`src/rtl/clk_reconfig_ctrl.sv`:
```
// Purpose: rewrites the PLL CLKOUT0 divider over DRP (read-modify-write) with the PLL held in reset, then gates core reset on stable lock.
// Latency: RST_CYCLES+1 cycles from request to first DRP access, 4 cycles per register step with zero-wait DRP, 2+LOCK_STABLE cycles lock-to-release.
// Backpressure: i_req is only sampled in IDLE; DRP waits on i_drp_drdy (bounded by DRDY_TIMEOUT), lock wait bounded by LOCK_TIMEOUT.
module clk_reconfig_ctrl #(
    parameter int RST_CYCLES   = 4,
    parameter int DRDY_TIMEOUT = 64,
    parameter int LOCK_STABLE  = 16,
    parameter int LOCK_TIMEOUT = 65536
) (
    input  logic        i_clk,
    input  logic        i_rst,
    input  logic        i_req,
    input  logic [6:0]  i_div,
    input  logic        i_locked,
    output logic        o_pll_rst,
    output logic [6:0]  o_drp_addr,
    output logic [15:0] o_drp_di,
    output logic        o_drp_den,
    output logic        o_drp_dwe,
    input  logic [15:0] i_drp_do,
    input  logic        i_drp_drdy,
    output logic        o_busy,
    output logic        o_done,
    output logic        o_err,
    output logic        o_rst_core
);

    // ClkReg1 holds HIGH_TIME/LOW_TIME; ClkReg2 holds EDGE/NO_COUNT which must be cleared for an even divide.
    localparam logic [6:0]  ADDR_CLKREG1 = 7'h08;
    localparam logic [6:0]  ADDR_CLKREG2 = 7'h09;
    localparam logic [15:0] KEEP_CLKREG1 = 16'hF000;
    localparam logic [15:0] KEEP_CLKREG2 = 16'hFF3F;

    localparam int LCW = $clog2(LOCK_STABLE + 1);

    localparam logic [16:0]    RST_LAST      = 17'(RST_CYCLES - 1);
    localparam logic [16:0]    DRDY_LAST     = 17'(DRDY_TIMEOUT - 1);
    localparam logic [16:0]    LOCK_TMO_LAST = 17'(LOCK_TIMEOUT - 1);
    localparam logic [LCW-1:0] LOCK_CNT_LAST = LCW'(LOCK_STABLE - 1);
    localparam logic [LCW-1:0] LOCK_CNT_ONE  = LCW'(1);

    typedef enum logic [3:0] {
        S_LOCKWAIT = 4'd0,
        S_IDLE     = 4'd1,
        S_RSTHOLD  = 4'd2,
        S_RD       = 4'd3,
        S_RDWAIT   = 4'd4,
        S_WR       = 4'd5,
        S_WRWAIT   = 4'd6,
        S_RELEASE  = 4'd7,
        S_ERR      = 4'd8
    } state_t;

    state_t state;
    state_t state_nxt;

    logic           lock_meta;
    logic           lock_sync;
    logic [16:0]    tmo_cnt;
    logic [LCW-1:0] lock_cnt;
    logic           step_k;
    logic           step_nxt;
    logic [6:0]     div_q;
    logic           from_release;

    logic           div_ok;
    logic           accept;
    logic           lock_hit;
    logic           tmo_counting;

    logic [6:0]     step_addr;
    logic [15:0]    step_keep;
    logic [15:0]    step_ins;

    logic           pll_rst_nxt;
    logic [6:0]     drp_addr_nxt;
    logic [15:0]    drp_di_nxt;
    logic           drp_den_nxt;
    logic           drp_dwe_nxt;
    logic           busy_nxt;
    logic           done_nxt;
    logic           err_nxt;
    logic           rst_core_nxt;

    // Two-flop synchronizer for the asynchronous PLL LOCKED output.
    always_ff @(posedge i_clk or posedge i_rst) begin
        if (i_rst) begin
            lock_meta <= 1'b0;
            lock_sync <= 1'b0;
        end else begin
            lock_meta <= i_locked;
            lock_sync <= lock_meta;
        end
    end

    // Even, non-zero divides only; 126 is the largest even 7-bit value.
    assign div_ok       = ~i_div[0] && (i_div != 7'd0) && (i_div <= 7'd126);
    assign accept       = (state == S_IDLE) && i_req && div_ok;
    assign lock_hit     = lock_sync && (lock_cnt == LOCK_CNT_LAST);
    assign tmo_counting = (state == S_RSTHOLD) || (state == S_RDWAIT) ||
                          (state == S_WRWAIT)  || (state == S_LOCKWAIT);

    // Step index as it will be after this edge; only advances when step 0's write completes.
    always_comb begin
        step_nxt = step_k;
        if (accept) begin
            step_nxt = 1'b0;
        end else if ((state == S_WRWAIT) && i_drp_drdy && !step_k) begin
            step_nxt = 1'b1;
        end
    end

    // Per-step register address, preserved bits and inserted field.
    always_comb begin
        step_addr = step_nxt ? ADDR_CLKREG2 : ADDR_CLKREG1;
        step_keep = step_nxt ? KEEP_CLKREG2 : KEEP_CLKREG1;
        step_ins  = step_nxt ? 16'h0000 : {4'b0000, div_q[6:1], div_q[6:1]};
    end

    // State register.
    always_ff @(posedge i_clk or posedge i_rst) begin
        if (i_rst) begin
            state <= S_LOCKWAIT;
        end else begin
            state <= state_nxt;
        end
    end

    // Next-state decode; DRDY and lock waits fall through to ERR when their budget runs out.
    always_comb begin
        state_nxt = state;
        unique case (state)
            S_IDLE: begin
                if (accept) begin
                    state_nxt = S_RSTHOLD;
                end else if (!lock_sync) begin
                    state_nxt = S_LOCKWAIT;
                end
            end
            S_RSTHOLD: begin
                if (tmo_cnt == RST_LAST) begin
                    state_nxt = S_RD;
                end
            end
            S_RD: state_nxt = S_RDWAIT;
            S_RDWAIT: begin
                if (i_drp_drdy) begin
                    state_nxt = S_WR;
                end else if (tmo_cnt == DRDY_LAST) begin
                    state_nxt = S_ERR;
                end
            end
            S_WR: state_nxt = S_WRWAIT;
            S_WRWAIT: begin
                if (i_drp_drdy) begin
                    state_nxt = step_k ? S_RELEASE : S_RD;
                end else if (tmo_cnt == DRDY_LAST) begin
                    state_nxt = S_ERR;
                end
            end
            S_RELEASE: state_nxt = S_LOCKWAIT;
            S_LOCKWAIT: begin
                if (lock_hit) begin
                    state_nxt = S_IDLE;
                end else if (tmo_cnt == LOCK_TMO_LAST) begin
                    state_nxt = S_ERR;
                end
            end
            S_ERR: state_nxt = S_IDLE;
            default: state_nxt = S_LOCKWAIT;
        endcase
    end

    // Output decode on state entry so every output can be registered without a cycle of lag.
    always_comb begin
        pll_rst_nxt  = o_pll_rst;
        drp_addr_nxt = o_drp_addr;
        drp_di_nxt   = o_drp_di;
        drp_den_nxt  = 1'b0;
        drp_dwe_nxt  = 1'b0;
        busy_nxt     = (state_nxt != S_IDLE);
        done_nxt     = 1'b0;
        err_nxt      = o_err;
        rst_core_nxt = o_rst_core;

        if (state_nxt != state) begin
            unique case (state_nxt)
                S_RSTHOLD: begin
                    err_nxt      = 1'b0;
                    pll_rst_nxt  = 1'b1;
                    rst_core_nxt = 1'b1;
                end
                S_RD: begin
                    drp_den_nxt  = 1'b1;
                    drp_addr_nxt = step_addr;
                end
                S_WR: begin
                    drp_den_nxt  = 1'b1;
                    drp_dwe_nxt  = 1'b1;
                    drp_addr_nxt = step_addr;
                    drp_di_nxt   = (i_drp_do & step_keep) | step_ins;
                end
                S_RELEASE: begin
                    pll_rst_nxt = 1'b0;
                end
                S_LOCKWAIT: begin
                    rst_core_nxt = 1'b1;
                end
                S_IDLE: begin
                    // Only a completed lock wait releases the core; ERR leaves it held.
                    if (state == S_LOCKWAIT) begin
                        rst_core_nxt = 1'b0;
                        done_nxt     = from_release;
                    end
                end
                S_ERR: begin
                    err_nxt      = 1'b1;
                    pll_rst_nxt  = 1'b0;
                    rst_core_nxt = 1'b1;
                end
                default: ;
            endcase
        end

        // A bad divide is flagged without touching the PLL or the core reset.
        if ((state == S_IDLE) && i_req && !div_ok) begin
            err_nxt = 1'b1;
        end
    end

    // Output registers.
    always_ff @(posedge i_clk or posedge i_rst) begin
        if (i_rst) begin
            o_pll_rst  <= 1'b0;
            o_drp_addr <= 7'd0;
            o_drp_di   <= 16'd0;
            o_drp_den  <= 1'b0;
            o_drp_dwe  <= 1'b0;
            o_busy     <= 1'b1;
            o_done     <= 1'b0;
            o_err      <= 1'b0;
            o_rst_core <= 1'b1;
        end else begin
            o_pll_rst  <= pll_rst_nxt;
            o_drp_addr <= drp_addr_nxt;
            o_drp_di   <= drp_di_nxt;
            o_drp_den  <= drp_den_nxt;
            o_drp_dwe  <= drp_dwe_nxt;
            o_busy     <= busy_nxt;
            o_done     <= done_nxt;
            o_err      <= err_nxt;
            o_rst_core <= rst_core_nxt;
        end
    end

    // Shared wait counter: restarts on every state change and only runs in waiting states.
    always_ff @(posedge i_clk or posedge i_rst) begin
        if (i_rst) begin
            tmo_cnt <= 17'd0;
        end else if ((state_nxt != state) || !tmo_counting) begin
            tmo_cnt <= 17'd0;
        end else begin
            tmo_cnt <= tmo_cnt + 17'd1;
        end
    end

    // Consecutive-lock counter; any low sample or leaving LOCKWAIT restarts it.
    always_ff @(posedge i_clk or posedge i_rst) begin
        if (i_rst) begin
            lock_cnt <= '0;
        end else if ((state != S_LOCKWAIT) || (state_nxt != S_LOCKWAIT) || !lock_sync) begin
            lock_cnt <= '0;
        end else begin
            lock_cnt <= lock_cnt + LOCK_CNT_ONE;
        end
    end

    // Sequence context: captured divide, step index and whether this lock wait follows a reconfiguration.
    always_ff @(posedge i_clk or posedge i_rst) begin
        if (i_rst) begin
            div_q        <= 7'd0;
            step_k       <= 1'b0;
            from_release <= 1'b0;
        end else begin
            step_k <= step_nxt;
            if (accept) begin
                div_q <= i_div;
            end
            if ((state_nxt == S_LOCKWAIT) && (state != S_LOCKWAIT)) begin
                from_release <= (state == S_RELEASE);
            end
        end
    end

endmodule

```
`config.mk`:
```
export PLATFORM = sky130hd
export DESIGN_NAME = clk_reconfig_ctrl
export DESIGN_NICKNAME = d
export VERILOG_FILES = /design/src/rtl/clk_reconfig_ctrl.sv
export SDC_FILE = /design/constraint.sdc
export NUM_CORES = 1
export LEC_CHECK = 0
export BUFFER_PORTS_ARGS = -buffer_cell sky130_fd_sc_hd__clkbuf_2
export CAP_MARGIN = 40
export CORE_ASPECT_RATIO = 0.6
export CORE_MARGIN = 10
export CORE_UTILIZATION = 59
export DETAILED_ROUTE_END_ITERATION = 7
export GPL_TIMING_DRIVEN = 0
export PLACE_DENSITY = 0.84
export SLEW_MARGIN = 20
export SYNTH_ARGS = -nofsm -noshare
export SYNTH_HDL_FRONTEND = slang
export SYNTH_SLANG_ARGS = --single-unit
export TNS_END_PERCENT = 10
```
`constraint.sdc`:
```
create_clock -name i_clk -period 4.4 [get_ports i_clk]
set_input_delay 0.44 -clock i_clk [delete_from_list [all_inputs] [get_ports i_clk]]
set_output_delay 0.44 -clock i_clk [all_outputs]
set_load 0.01 [all_outputs]
```
# ---- Word-level counts from Yosys, hierarchy flattened
# Index checks and enable logic that the tools add are counted.
dict set report op_classes {
  order_cmp 1
  n_reduce_logical 36
  n_addsub 2
  n_mux 30
  n_bitwise 3
  eq_ne 21
}
# cell count
set op_table {}
lappend op_table {{$mux 4} 8}
lappend op_table {{$pmux 4 s8} 1}
lappend op_table {{$eq 4x3->1 const B} 6}
lappend op_table {{$mux 12} 2}
lappend op_table {{$add 17x1->17 const B} 1}
lappend op_table {{$eq 17x16->1 const B} 1}
lappend op_table {{$eq 17x2->1 const B} 1}
lappend op_table {{$eq 17x6->1 const B} 1}
lappend op_table {{$mux 17} 1}
lappend op_table {{$and 16x16->16} 1}
lappend op_table {{$eq 4x2->1 const B} 4}
lappend op_table {{$or 16x12->16} 1}
lappend op_table {{$mux 1} 13}
lappend op_table {{$logic_and 1x1->1} 9}
lappend op_table {{$eq 4x1->1 const B} 2}
lappend op_table {{$eq 4x4->1 const B} 2}
lappend op_table {{$logic_not 4->1} 2}
lappend op_table {{$reduce_and 2->1} 4}
lappend op_table {{$reduce_bool 4->1} 2}
lappend op_table {{$le 7x7->1 const B} 1}
lappend op_table {{$reduce_bool 7->1} 1}
lappend op_table {{$logic_or 1x1->1} 6}
lappend op_table {{$pmux 1 s2} 3}
lappend op_table {{$reduce_bool 2->1} 3}
lappend op_table {{other kinds (13)} 17}
dict set report word_totals {
  out_inout_bits 30
  inputBits 28
  word_cells 110
  regBits 67
}

# ---- Longest topological paths before layout
# Gate-level depths: netlist of the first run.
dict set report logic_depth {
  depth_word 10
  mapped_depth 11
  ltp_nobuf 11
}

# ---- Least setup slack after synthesis of the first run
# Ideal clock, no wire load.
dict set report synth_timing {
  path_type {register -> register}
  start {reg tmo_cnt[0]}
  end {reg o_drp_addr[0]}
  n_path_buf 0
  required_time_ps 4275
  path_stages_with_launch 12
  t_arrival_ps 2459
  slack_ps 1816
  path_cell_list {dfrtp_1 -> ha_1 -> and3_1 -> nand3_1 -> nor2b_1 -> and3_1 -> ha_1 -> and3_1 -> a41oi_1 -> nor2b_1 -> a31o_4 -> mux2_4}
}
dict set report synth_between {
  elab_chain_len 7
  elab_cells_between_ends 15
  cone_classes {eq/ne (6); mux (7); reduce/logical (2)}
}
# element line
set synth_rtl {}
lappend synth_rtl {{start, declared} 59} ;# logic [16:0] tmo_cnt;
lappend synth_rtl {{start signal, assigned} 263} ;# tmo_cnt <= tmo_cnt + 17'd1;
lappend synth_rtl {{$eq 17x16->1 / $eq 17x6->1 (equally long branches)} {165, 149, 157}}
lappend synth_rtl {{$mux 4 (on tied branches)} {165, 149, 157}}
lappend synth_rtl {{$mux 4 (on tied branches)} {163, 147, 155}}
lappend synth_rtl {{$pmux 4 s8 (*)} 132} ;# unique case (state)
lappend synth_rtl {{$eq 4x3->1 / $eq 4x2->1 (equally long branches)} 187} ;# unique case (state_nxt)
lappend synth_rtl {{$reduce_or 2->1 (no line)} -}
lappend synth_rtl {{$reduce_and 2->1 (no line) (*)} -}
lappend synth_rtl {{end signal, assigned} 245} ;# o_drp_addr <= drp_addr_nxt;
lappend synth_rtl {{end, declared} 16} ;# output logic [6:0] o_drp_addr,
# Every way passes the cells marked *; elsewhere a longest branch is shown, timed or not.
# A chain may end at the register's enable or synchronous reset.

# ---- Worst setup path in the final report of the first run
# Same ends and word-level chain as after synthesis.

==> results_dict.tcl, run 1 <==
set metrics [dict create \
    status "completed" \
    drive_above_1_share 0.3110 \
    coreArea_sq_mm 0.004636 \
    leakage_nw 1.663 \
    ir_drop_uv 480.2 \
    tightest_slew_ns 0.5682 \
    netSwitchingFraction 0.3544 \
    fin_crit_sh 0.6871 \
    end_kind "register" \
    pwr-share-seq 0.395 \
    muxShareOfSynthArea 0.07920 \
    setup_violations 0 \
    numPortBuffers 50 \
    async_flop_share 1.000 \
    pin_count 58 \
    path_clk_slew_ns 0.07 \
    ys_seq_elements 61 \
    finalInstanceArea_sq_mm 0.003458 \
    wire_per_inst_microns 16.96 \
    postCtsSetupRepairBufs 0 \
    tritoncts "yes" \
    grt_remaining_overflow 0 \
    clk_latency_ns 0.34 \
    vias 2115 \
    initial_core_util 0.6202 \
    synth_area_per_cell_sq_um 11.19 \
    holdWs_ns 0.05221 \
    ant_nets 0 \
    path_max_fanout 5 \
    routed_wirelength_microns 6631 \
    synth-edff-count 0 \
    cts_sinks 61 \
    area_delta_synth_final_pct 20.28 \
    ys_seq_area_frac 0.5318 \
    antenna_cells 0 \
    yosys.area_share.simple 0.1684 \
    finalPower_mw 2.146 \
    antenna_found_initial 0 \
    slew_violations 0 \
    p_switching_mw 0.7606 \
    netlist_instances 257 \
    ys.flop_type "dfrtp_1" \
    fp.dieW_microns 110.1 \
    first_global_vias 2205 \
    drt_first_pass_iters 4 \
    layout_setup_ws_ns 1.377 \
    netlist-cell-type-count 52 \
    clockRootBuffer "clkbuf_8" \
    ys_warn_count 0 \
    synth_area_sq_mm 0.002875 \
    pwr-share-comb 0.352 \
    grt_pass1_wl_microns 10910 \
    slew_headroom 0.6198 \
    h-tree-depth 3 \
    grt_usage 0.1734 \
    synth_compound_area_frac 0.1023 \
    hold_viol_final 0 \
    synth_fa_ha_area_frac 0.01741 \
    ctsResizeCount 0 \
    power.density_mw_per_mm2 620.5 \
    vias_per_cell 5.409 \
    p_int_mw 1.385 \
    fin_setup_tns_ns 0 \
    setup.worst_path.start_class "register" \
    cts-buffers-inserted 9 \
    place_area_sq_mm 0.003242 \
    period_needed_ns 3.023 \
    critical_path_class "register to register" \
    dp_slack_ns 1.418 \
    fmax_ghz 0.3308 \
    layout.nets 355 \
    cp.arrival_ns 3.25 \
    maxCapViolCount 0 \
    cts_hold_buf 0 \
    drc_errors 0 \
    rsz0062_at_grt "no" \
    grt_max_degree 40 \
    clkPwrFrac 0.254 \
    num_rows 19 \
    drt_iter0_drc 87 \
    synth_top_family_by_area "simple AND/OR/NAND/NOR gates" \
    gp_congestion 0.8572 \
    fin_skew_ns 0.007180 \
    cts.path.max_buffers 2 \
    hp-class "input port to async pin" \
    required_ns 4.63 \
    die_h_microns 74.08 \
    dieArea_sq_mm 0.008158 \
    synth-xor-area-share 0.05178 \
    post-dp-hpwl_microns 5120 \
]
per-stage QoR:
step	util	cells
floorplan	-	261
global placement	0.6945	374
detailed placement	0.6993	375
CTS	0.7460	391
global route	0.7460	391
finish	0.7460	391
worst max-delay path: stages (launching register included):
cell and delay, ns:
dfrtp_1 0.40, ha_1 0.24, and3_1 0.22, nand3_1 0.15
nor2b_1 0.33, and3_1 0.22, ha_1 0.13, and3_1 0.25
a41oi_1 0.15, nor2b_1 0.25, a31o_4 0.27, mux2_4 0.29
routing by layer:
| layer | vias to the layer above | wire, microns | global-route usage |
|---|---|---|---|
| met5 | - | 0 | 0 |
| met4 | 0 | 82 | 0.06383 |
| met3 | 11 | 667 | 0.07161 |
| met2 | 74 | 3004 | 0.2547 |
| met1 | 1013 | 2875 | 0.2261 |
| li1 | 1017 | - | - |
area by class of cell:
type	count	area, sq um
Tap cell	63	78.83
Sequential cell	61	1529
Multi-Input combinational cell	174	1224
Clock buffer	11	141.4
Buffer	15	96.34
Timing Repair Buffer	51	270.3
Inverter	11	43.79
Fill cell	329	1177
Clock inverter	5	75.07
synthesized netlist by cell type (all sizes together) (4+ instances only):
cell,instances,share of area
dfrtp,59,0.51
nor2,38,0.050
a21oi,12,0.021
nand2,12,0.016
inv,11,0.014
mux2,11,0.044
nand3,11,0.019
buf,10,0.027
mux2i,10,0.035
xor2,10,0.030
and3,9,0.020
xnor2,7,0.021
clkbuf,5,0.0065
nor4,5,0.016
ha,4,0.017
o21ai,4,0.0070
flip-flops by register name, summed over array words and instances (netlist names):
name and count:
o_err 1, lock_sync 1, div_q 6, step_k 1, o_rst_core 1, from_release 1
o_done 1, o_busy 1, o_drp_di 16, o_drp_den 1, o_drp_addr 2, state 4
tmo_cnt 17, o_drp_dwe 1, lock_cnt 5, o_pll_rst 1, lock_meta 1
cell families (layout without fill, tap and decap cells):
logic type / after synthesis / count (layout)
XOR/XNOR: 17 / 17
multiplexers: 21 / 21
adder cells (fa/ha/maj): 4 / 4
buffers and inverters: 26 / 93
other: 1 / 5
AO/OA/AOI/OAI: 34 / 34
flip-flops: 61 / 61
AND/OR/NAND/NOR: 93 / 93
power by group through the flow:
stage                     registers, mW  logic [mW]  clock network (mW)
after floorplan                   0.874       0.475                   0
after global placement            0.840       0.722                   0
after detailed placement          0.856       0.759                   0
after CTS                         0.847       0.761               0.551
after global routing              0.867       0.832               0.571
final                             0.847       0.755               0.545
layout by cell type, fill, tap and decap left out, drive strengths merged, types with 3 or more instances in the layout:
master,Yosys,routed
a21oi,12,12
and3,9,9
buf,10,11
clkbuf,5,66
clkinv,0,3
conb,1,5
dfrtp,59,59
ha,4,4
inv,11,11
mux2,11,11
mux2i,10,10
nand2,12,12
nand3,11,11
nand4,3,3
nor2,38,38
nor2b,3,3
nor3,3,3
nor4,5,5
o21ai,4,4
xnor2,7,7
xor2,10,10
worst paths after layout:
path | from | endpoint | slack (ns) | depth (start not counted)
worst max-delay path | tmo_cnt[0] | o_drp_addr[0] | 1.38 | 11
worst min-delay path | i_rst | lock_sync | 0.05 | 2
worst max register to register | tmo_cnt[0] | o_drp_addr[0] | 1.38 | 11
worst min register to register | lock_meta | lock_sync | 0.35 | 0
max in group asynchronous | i_rst | tmo_cnt[3] | 3.86 | 3
min in group i_clk | i_locked | lock_meta | 0.20 | 1
(Power assumes the default switching activity.)
==> run 2: changes to the inputs <==
CORE_UTILIZATION = 49   (was 59)
PLACE_DENSITY = 0.74   (was 0.84)
clock period = 2.76 ns   (was 4.4 ns; I/O delays follow)
==> results_dict.tcl, run 2 (synthesis results as in run 1) <==
set metrics [dict create \
    numPortBuffers 50 \
    end_kind "register" \
    tritoncts "yes" \
    setup_violations 0 \
    whs_path_depth 1 \
    hold_viol_final 0 \
    path_buf_inv 0 \
    wl_met2_microns 2786 \
    finalPower_mw 3.320 \
    routed.top_layer "met4" \
    wl_met1_microns 3224 \
    h-tree-depth 3 \
    clockRootBuffer "clkbuf_8" \
    crit_top_cell "and3_1" \
    dp.cells 392 \
    grt_usage 0.1384 \
    final_cell_mix "dfrtp_1, clkbuf_2, nor2_1" \
    grt_remaining_overflow 0 \
    setup.worst_path.start_class "register" \
    vias 2099 \
    cts_sinks 61 \
    drt_first_pass_iters 4 \
    drc_errors 0 \
    wl_met3_microns 446 \
    num_rows 21 \
    slew_violations 0 \
    cp_slowest_stage_delay_ns 0.41 \
    cts-buffers-inserted 9 \
    nFillCells 473 \
    grt_pass1_wl_microns 10560 \
    cp_cell_sequence "ha_2, and3_1, nand3_2, nor2b_4, and3_1, ha_1, and3_4, a41oi_4, nor2b_2, a31o_4, mux2_4" \
    tightest_slew_ns 0.5988 \
    final_common_cell "dfrtp_1" \
    vias_per_cell 5.132 \
    routed_wirelength_microns 6505 \
    drive_above_1_share 0.3313 \
    fin_crit_sh 0.9511 \
    hold_start "i_locked" \
    required_ns 2.98 \
    hp-class "input port to register" \
    initial_core_util 0.5113 \
    largest-register "tmo_cnt" \
    pin_count 58 \
    path_clk_slew_ns 0.07 \
    maxCapViolCount 0 \
    antenna_cells 0 \
    critical_path_class "register to register" \
    slew_headroom 0.5993 \
    drt_iter0_drc 162 \
    top_regs "tmo_cnt (17), o_drp_di (16), div_q (6)" \
    layout.nets 356 \
    die_h_microns 79.34 \
    r2r-end "o_drp_addr[0]" \
    leakage_nw 1.661 \
    r2r_cells 11 \
    path_max_fanout 5 \
    post-dp-hpwl_microns 4884 \
    power.density_mw_per_mm2 946.0 \
    period_needed_ns 2.625 \
    clk_latency_ns 0.34 \
    fmax_ghz 0.3810 \
    critPathTopFamily "simple AND/OR/NAND/NOR gates" \
    dieArea_sq_mm 0.009432 \
    instances_no_fill 409 \
    hold-path-endpoint "lock_meta" \
    wire_per_inst_microns 15.90 \
    coreArea_sq_mm 0.005623 \
    first_global_vias 2066 \
    ant_nets 0 \
    cts.path.max_buffers 2 \
    cp.arrival_ns 2.85 \
    largest_reg_flops 17 \
    timing.rr.start "tmo_cnt[0]" \
    gp_congestion 0.8687 \
    fin_skew_ns 0.007851 \
    area_delta_synth_final_pct 22.06 \
    grt_max_degree 34 \
    ir_drop_uv 474.6 \
    status "completed" \
    r2r_slack_ns 0.14 \
    antenna_found_initial 0 \
    crit_path_top_delay_cell "dfrtp_1" \
    fp.dieW_microns 118.9 \
]
## run 2: cell count changes in the layout (fill, tap and decap cells not counted), sizes merged
cell	before	now
buf	11	12
bufinv	2	1
clkbuf	66	65
clkinv	3	4
dlygate4sd3	0	1
## run 2: report_power, final
part / switching, mW / leakage, nW / internal, mW
registers: 0.187 / 0.773 / 1.16
logic: 0.672 / 0.784 / 0.525
clock network: 0.342 / 0.103 / 0.435
total: 1.20 / 1.66 / 2.12
## run 2: per-stage QoR
step	TNS (ns)	hold WS (ns)	worst slack [ns]	instance area, sq um	util
2_1_floorplan	0	0.3074	0.1761	2890	-
3_3_place_gp	-0.9349	0.3330	-0.1923	3241	0.5763
3_5_place_dp	-1.333	0.2808	-0.1873	3263	0.5803
4_1_cts	0	0.04025	0.05523	3491	0.6208
5_1_grt	-0.007935	0.03344	-0.007935	3510	0.6242
6_report	0	0.05156	0.1350	3510	0.6242
## run 2: worst max-delay path by stage
stage / from / to / depth (start not counted) / slack [ns]
2_1_floorplan: tmo_cnt[0] / o_drp_addr[0] / 11 / 0.18
6_report: tmo_cnt[0] / o_drp_addr[0] / 11 / 0.14
4_1_cts: tmo_cnt[0] / o_drp_addr[0] / 11 / 0.06
3_5_place_dp: tmo_cnt[0] / o_drp_addr[0] / 11 / -0.19
5_1_grt: tmo_cnt[0] / o_drp_addr[0] / 11 / -0.008
3_3_place_gp: tmo_cnt[0] / o_drp_addr[0] / 11 / -0.19
## run 2: layout make-up
cell class / count / area (sq um) / share of cell area
plain buffers: 14 / 92.59 / 0.02638
clock buffers: 11 / 141.4 / 0.04029
clock inverters: 5 / 50.05 / 0.01426
inverters: 11 / 43.79 / 0.01248
multi-input cells: 174 / 1265 / 0.3604
flip-flops and latches: 61 / 1529 / 0.4357
well taps: 80 / 100.1 / 0.02852
repair buffers: 53 / 287.8 / 0.08200
## run 2: layer usage
metal,up-vias,GRT usage
met4,0,0.03277
met5,-,0
met3,7,0.06356
met2,54,0.1869
li1,1019,-
met1,1019,0.1945
## run 2: worst reg2reg max path, cell delays in order (launching register included)
cell and delay, ns:
dfrtp_1 0.41, ha_2 0.25, and3_1 0.22, nand3_2 0.16
nor2b_4 0.15, and3_1 0.16, ha_1 0.14, and3_4 0.22
a41oi_4 0.05, nor2b_2 0.21, a31o_4 0.27, mux2_4 0.29
## run 2: what timing repair did
action                                  4_1_cts  5_1_grt
endpoints found under the hold margin        26        0
buffers inserted                              0        1
gates resized for setup                       6        3
hold buffers                                  1        0
endpoints found under the setup margin       12       11
==> run 3: changes to the inputs <==
==> constraint.sdc (replaced) <==
create_clock -name i_clk -period 2.76 [get_ports i_clk]
set_input_delay 0.552 -clock i_clk [delete_from_list [all_inputs] [get_ports i_clk]]
set_output_delay 0.552 -clock i_clk [all_outputs]
set_load 0.01 [all_outputs]
==> results_dict.tcl, run 3 (synthesis results as in run 1) <==
set metrics [dict create \
    status "completed" \
    antenna_found_initial 0 \
    final_cell_mix "dfrtp_1, clkbuf_2, nor2_1" \
    postLayoutCoreUtil 0.6224 \
    ant_nets 0 \
    drc_errors 0 \
    tightest_slew_ns 0.5947 \
    area_delta_synth_final_pct 21.71 \
    required_ns 2.98 \
    setup.worst_path.start_class "register" \
    die_h_microns 79.34 \
    initial_core_util 0.5113 \
    largest_reg_flops 17 \
    grt_remaining_overflow 0 \
    fin_skew_ns 0.007812 \
    h-tree-depth 3 \
    cts-buffers-inserted 9 \
    power.density_mw_per_mm2 948.7 \
    cts_sinks 61 \
    routed_wirelength_microns 6507 \
    top_regs "tmo_cnt (17), o_drp_di (16), div_q (6)" \
    layout.nets 355 \
    grt_usage 0.1379 \
    path_max_fanout 5 \
    pin_count 58 \
    grt_pass1_wl_microns 10520 \
    r2r_slack_ns 0.13 \
    hold_viol_final 0 \
    numPortBuffers 50 \
    coreArea_sq_mm 0.005623 \
    antenna_cells 0 \
    finalPower_mw 3.320 \
    drive_above_1_share 0.3323 \
    ir_drop_uv 474.6 \
    cts_hold_buf 0 \
    vias 2104 \
    r2r-end "o_drp_addr[0]" \
    fin_setup_tns_ns 0 \
    post-dp-hpwl_microns 4884 \
    r2r_cells 11 \
    vias_per_cell 5.157 \
    first_global_vias 2061 \
    end_kind "register" \
    fin_crit_sh 0.9541 \
    critical_path_class "register to register" \
    dieArea_sq_mm 0.009432 \
    slew_violations 0 \
    cts.path.max_buffers 2 \
    setup_violations 0 \
    clk_latency_ns 0.34 \
    final_common_cell "dfrtp_1" \
    drt_first_pass_iters 4 \
    cp.arrival_ns 2.86 \
    leakage_nw 1.656 \
    path_clk_slew_ns 0.07 \
    clockRootBuffer "clkbuf_8" \
    fmax_ghz 0.3797 \
    slew_headroom 0.6025 \
    wire_per_inst_microns 15.95 \
    largest-register "tmo_cnt" \
    grt_max_degree 34 \
    num_rows 21 \
    tritoncts "yes" \
    startpoint "tmo_cnt[0]" \
    hp-class "input port to async pin" \
    fp.dieW_microns 118.9 \
    period_needed_ns 2.633 \
    gp_congestion 0.8687 \
    maxCapViolCount 0 \
    drt_iter0_drc 174 \
    timing.rr.start "tmo_cnt[0]" \
]
## run 3: changes by cell type in the layout (fill, tap and decap cells not counted)
cell / delta
dlygate4sd3_1: -1
## run 3: worst max-delay path: stages (launching register included)
cell and delay (ns):
dfrtp_1 0.41, ha_2 0.25, and3_1 0.22, nand3_2 0.16, nor2b_4 0.16, and3_1 0.17
ha_1 0.14, and3_4 0.22, a41oi_4 0.05, nor2b_2 0.21, a31o_4 0.27, mux2_4 0.29
## run 3: final cells by class
class / count / area, sq um
fillers: 474 / 2123
flip-flops and latches: 61 / 1529
multi-input cells: 174 / 1265
repair buffers: 52 / 277.8
clock buffers: 11 / 141.4
well taps: 80 / 100.1
plain buffers: 14 / 92.59
clock inverters: 5 / 50.05
inverters: 11 / 43.79
## run 3: worst max path at each step
stage | to | slack [ns] | depth (start not counted)
finish | o_drp_addr[0] | 0.13 | 11
floorplan | o_drp_addr[0] | 0.18 | 11
detailed placement | o_drp_addr[0] | -0.19 | 11
CTS | o_drp_addr[0] | 0.06 | 11
global route | o_drp_addr[0] | -0.008 | 11
global placement | o_drp_addr[0] | -0.19 | 11
## run 3: per-stage QoR
stage / worst slack, ns / std cells / hold slack [ns] / area (sq um)
after detailed placement: -0.1873 / 392 / 0.3547 / 3263
after CTS: 0.05523 / 407 / 0.1901 / 3481
after global routing: -0.007935 / 408 / 0.2140 / 3500
after global placement: -0.1923 / 391 / 0.3330 / 3241
final: 0.1266 / 408 / 0.1931 / 3500
after floorplan: 0.1761 / 261 / 0.3312 / 2890
## run 3: where the power goes
part	total (mW)	switching, mW	internal, mW
Clock	0.777	0.342	0.435
Sequential	1.34	0.186	1.16
Combinational	1.20	0.674	0.524
## run 3: routing by layer
layer / GRT usage / wire, microns / vias to the layer above
met1: 0.1940 / 3231 / 1027
met2: 0.1858 / 2784 / 53
met4: 0.03277 / 48 / 0
li1: - / - / 1017
met3: 0.06356 / 442 / 7
met5: 0 / 0 / -
## run 3: what timing repair did
action                     CTS  global route
buffers inserted             0             1
gates resized for setup      6             3
setup endpoints to repair   12            11
